[src/rtl/regfile_nport.sv]
// ---------------------------------------------------------------------------
// regfile_nport
// Multi-read-port, single-write-port register file for the RV32 core.
// Register 0 (x0) is hard-wired to zero. Same-cycle write data can optionally
// be forwarded to matching reads, and reads can optionally be registered, in
// which case a per-port valid follows the request by one cycle.
//
// Ports:
//   clk    in   1          rising-edge clock
//   rst    in   1          asynchronous active-high reset
//   we     in   1          write enable
//   waddr  in   AW         write register index
//   wdata  in   XLEN       write data
//   re     in   NRD        per-port read request
//   raddr  in   NRD*AW     read indices, port i = raddr[i*AW +: AW]
//   rdata  out  NRD*XLEN   read data, port i = rdata[i*XLEN +: XLEN]
//   rvalid out  NRD        per-port read data valid
// ---------------------------------------------------------------------------
`timescale 1ns/1ps
module regfile_nport #(
   parameter int XLEN       = 32,
   parameter int AW         = 5,
   parameter int NRD        = 2,
   parameter int BYPASS     = 1,
   parameter int RD_LATENCY = 0
) (
   input  logic                clk,
   input  logic                rst,
   input  logic                we,
   input  logic [AW-1:0]       waddr,
   input  logic [XLEN-1:0]     wdata,
   input  logic [NRD-1:0]      re,
   input  logic [NRD*AW-1:0]   raddr,
   output logic [NRD*XLEN-1:0] rdata,
   output logic [NRD-1:0]      rvalid
);

   localparam int NREGS = 2**AW;

   logic [XLEN-1:0]     mem [NREGS];
   logic [NRD*XLEN-1:0] sel_p0;

   // Register array. Entry 0 is cleared by reset and never written, so it
   // stays zero; the read select also forces zero for index 0.
   always_ff @(posedge clk or posedge rst) begin
      if (rst) begin
         for (int i = 0; i < NREGS; i++) begin
            mem[i] <= '0;
         end
      end else if (we && (waddr != '0)) begin
         mem[waddr] <= wdata;
      end
   end

   // Stage p0: per-port read select (x0 first, then optional forward, then array)
   for (genvar g = 0; g < NRD; g++) begin : g_sel
      logic [AW-1:0] ra;
      logic          fwd;
      assign ra  = raddr[g*AW +: AW];
      assign fwd = (BYPASS != 0) && we && (waddr == ra);
      assign sel_p0[g*XLEN +: XLEN] = (ra == '0) ? '0 :
                                      fwd        ? wdata : mem[ra];
   end

   if (RD_LATENCY == 0) begin : g_comb
      assign rdata  = sel_p0;
      assign rvalid = re;
   end else begin : g_reg
      logic [NRD*XLEN-1:0] rdata_p1;
      logic [NRD-1:0]      vld_p1;

      // Stage p1: capture on request; data holds when the port is idle
      always_ff @(posedge clk or posedge rst) begin
         if (rst) begin
            rdata_p1 <= '0;
            vld_p1   <= '0;
         end else begin
            vld_p1 <= re;
            for (int i = 0; i < NRD; i++) begin
               if (re[i]) begin
                  rdata_p1[i*XLEN +: XLEN] <= sel_p0[i*XLEN +: XLEN];
               end
            end
         end
      end

      assign rdata  = rdata_p1;
      assign rvalid = vld_p1;
   end

endmodule

[config.mk]
export PLATFORM = sky130hd
export DESIGN_NAME = regfile_nport
export DESIGN_NICKNAME = d
export VERILOG_FILES = /design/src/rtl/regfile_nport.sv
export SDC_FILE = /design/constraint.sdc
export NUM_CORES = 2
export LEC_CHECK = 0
export ABC_AREA = 1
export BUFFER_PORTS_ARGS = -buffer_cell sky130_fd_sc_hd__buf_4
export CAP_MARGIN = 20
export CORE_AREA = 2 2 269 403
export DETAILED_ROUTE_END_ITERATION = 8
export DIE_AREA = 0 0 271 405
export HOLD_SLACK_MARGIN = 0.12
export PLACE_DENSITY_LB_ADDON = 0.2
export SYNTH_ARGS = -nofsm -noshare
export SYNTH_HDL_FRONTEND = slang
export SYNTH_SLANG_ARGS = --single-unit
export TNS_END_PERCENT = 100
[constraint.sdc]
create_clock -name clk -period 40.1 [get_ports clk]
set_input_delay 2.005 -clock clk [delete_from_list [all_inputs] [get_ports clk]]
set_output_delay 2.005 -clock clk [all_outputs]
set_load 0.05 [all_outputs]
==> flow_summary.ini <==
[status]
status = finished clean

[die]
ios = 118
fp.dieW_um = 271
dieArea_um2 = 110000
fp-row-count = 147
core_area_um2 = 106000
start_util_pct = 54.5
die_y_um = 405

[global_route]
grt_use_total_pct = 38.9
grt_antenna_before_repair = 7
grt_pass1_wl_um = 328000
grt_pass1_vias = 54035
grt_overflow = 0
grt_max_degree = 224

[route]
drt_iter0_drc = 7498
wl_per_cell_um = 22.6
wl_um = 215000
wl_met2_um = 95100
post-route-drc-count = 0
routed-wl-met3_um = 25700
num_vias = 57996
drtPass1Iterations = 7
viasPerCell = 6.10
top_layer = met5
routedLengthMet1_um = 81400
ant_nets = 0

[cells_and_area]
largest-register = mem
nNetsFinal = 8064
final_common_cell = nand2_1
drive_above_1_share_pct = 5.97
final_cell_mix = 2519 x nand2_1, 1408 x o21ai_0, 1055 x nand3_1
multi_input_area_um2 = 27300
syn2layout_area_growth_pct = 7.73
largest_registers = mem: 1024 flops
fillers = 9932
seqCellArea_um2 = 25600
largest_reg_flops = 1024

[cts]
cts_tree = done
cts.sinks = 1024
cts_resized = 0
hold_buffers = 0
cts.clk_slew.worst_paths_ns = 0.06
cts_setup_buffers = 0
clock-root-buffer = clkbuf_16
clock_latency_ns = 0.72
cts_inserted_buffers = 101
clockBufferDepth = 3
h-tree-depth = 3

[worst_setup_path]
r2r-start = mem[378]$_DFFE_PP0P_
cp_max_fo = 89
cp-end-kind = primary output
required_ns = 38.10
rrSetupSlack_ns = 39.29
path_buf_inv = 5
path_depth = 13
reg2reg_depth = 2
crit_slowest_cell = buf_4
crit_start = raddr[6]
cp_top_family = buffers and inverters
startpoint_type = input port
path_cells = clkbuf_8 -> inv_8 -> buf_4 -> buf_4 -> nand3_1 -> nand3_1 -> nand2_1 -> nor2_1 -> nand2_1 -> nand2_1 -> nor2_1 -> nor2_1 -> buf_4
endpoint = rdata[55]
r2r_end = mem[378]$_DFFE_PP0P_
slowest_delay_ns = 0.76
arrival_ns = 5.87
crit_type = input port to primary output

[logic_synthesis]
ys_ff_latch = 1024
ys_types = 23
synth_top_area_share_pct = 44.2
yosysSeqAreaShare_pct = 44.2
synth_area_leader_cell = dfrtp_1
yosysWarnings = 0
synth_nets = 8499
synthesis.area_um2 = 58000
syn_inst = 8447
synth.avg_cell_area_um2 = 6.87
ys_top_cells_by_area = dfrtp_1 44%, nand2_1 16%, o21ai_0 12%, nand3_1 9.1%, inv_1 4.4%

[timing]
period_needed_ns = 7.88
rsz0062_at_grt = false
final.setup.tns_ns = 0
whs_ns = 0.377
finalHoldViolations = 0
finalSetupViolCount = 0
fin_skew_ns = 0
period_share_pct = 19.6
drv_slew = 0
timing.fmax_mhz = 127
tightest_slew_ns = 1.29
slew_headroom_pct = 14.2

[min_path]
hold_class = flop to flop

[place]
io_buffers = 113
post-dp-hpwl_um = 110000
gp_congestion = 0.874

[pwr]
leakage_nw = 30.1
irDropWorstVdd_mv = 0.0359
powerDensity_nw_per_um2 = 48.4

[job]
drv_cap = 0
==> layout make-up <==
type | instances | share of cell area [%]
antenna | 2 | 0.00801
clock buffer | 143 | 4.67
multi-input combinational | 6003 | 43.7
clock inverter | 40 | 0.911
inverter | 688 | 4.20
sequential | 1024 | 41.0
tap | 1415 | 2.83
timing repair buffer | 194 | 2.74
==> stage by stage <==
step / cell area [um^2] / worst slack [ns] / utilization (%) / cells / total power, mW
2_1_floorplan: 58000 / 9.28 / - / 8447 / 1.82
3_3_place_gp: 58800 / 32.37 / 55.2 / 9312 / 1.97
3_5_place_dp: 58800 / 32.40 / 55.2 / 9315 / 1.99
4_1_cts: 62300 / 32.38 / 58.5 / 9498 / 3.01
5_1_grt: 62500 / 32.14 / 58.7 / 9507 / 3.18
6_report: 62500 / 32.22 / 58.7 / 9509 / 3.02
==> report_power, final <==
part,internal [mW],switching (mW),leakage [nW],total (mW)
Combinational,0.217,0.425,15.3,0.642
Clock,0.590,0.438,1.70,1.03
Sequential,1.23,0.126,13.1,1.35
==> routing by layer <==
metal | up-vias | GRT usage, %
li1 | 26483 | -
met1 | 27254 | 51.3
met2 | 3504 | 59.4
met3 | 747 | 7.91
met4 | 8 | 22.8
met5 | - | 0
==> synth_stat cells <==
cell,n
clkinv_1,3
nor3_2,5
or2_2,69
o21ai_0,1408
clkbuf_1,645
a21oi_1,301
nand2_2,4
nor3_1,7
nand3_1,1057
nor2_1,395
nand2_1,2541
o22ai_1,5
buf_4,2
nor4_4,1
buf_2,31
inv_2,8
xor2_1,2
nand4_1,2
dfrtp_1,1024
nor2_2,4
o211ai_1,202
inv_1,677
buf_1,54
==> worst min-delay path by stage <==
stage | start | endpoint | slack, ns | cells after the start
floorplan | mem[1000]$_DFFE_PP0P_ | mem[1000]$_DFFE_PP0P_ | 0.43 | 1
global placement | mem[1010]$_DFFE_PP0P_ | mem[1010]$_DFFE_PP0P_ | 0.36 | 0
detailed placement | mem[1009]$_DFFE_PP0P_ | mem[1009]$_DFFE_PP0P_ | 0.37 | 0
CTS | mem[1007]$_DFFE_PP0P_ | mem[1007]$_DFFE_PP0P_ | 0.38 | 0
global route | mem[1009]$_DFFE_PP0P_ | mem[1009]$_DFFE_PP0P_ | 0.39 | 0
finish | mem[1000]$_DFFE_PP0P_ | mem[1000]$_DFFE_PP0P_ | 0.38 | 0
==> kinds of logic (layout without fill, tap and decap cells) <==
| group | after synthesis | count (layout) | share of synthesized area, % |
|---|---|---|---|
| xor+xnor | 2 | 2 | 0.0302 |
| compound gates | 1916 | 1916 | 17.4 |
| flops | 1024 | 1024 | 44.2 |
| other cells | 0 | 2 | 0 |
| buf+inv | 1420 | 1065 | 9.26 |
| simple gates | 4085 | 4085 | 29.1 |
==> worst register-to-register path: stages (launching register included) <==
cell and delay [ns]:
dfrtp_1 0.41, nand2_1 0.08, o21ai_0 0.14
No activity file was read; power rests on OpenSTA's default activity.
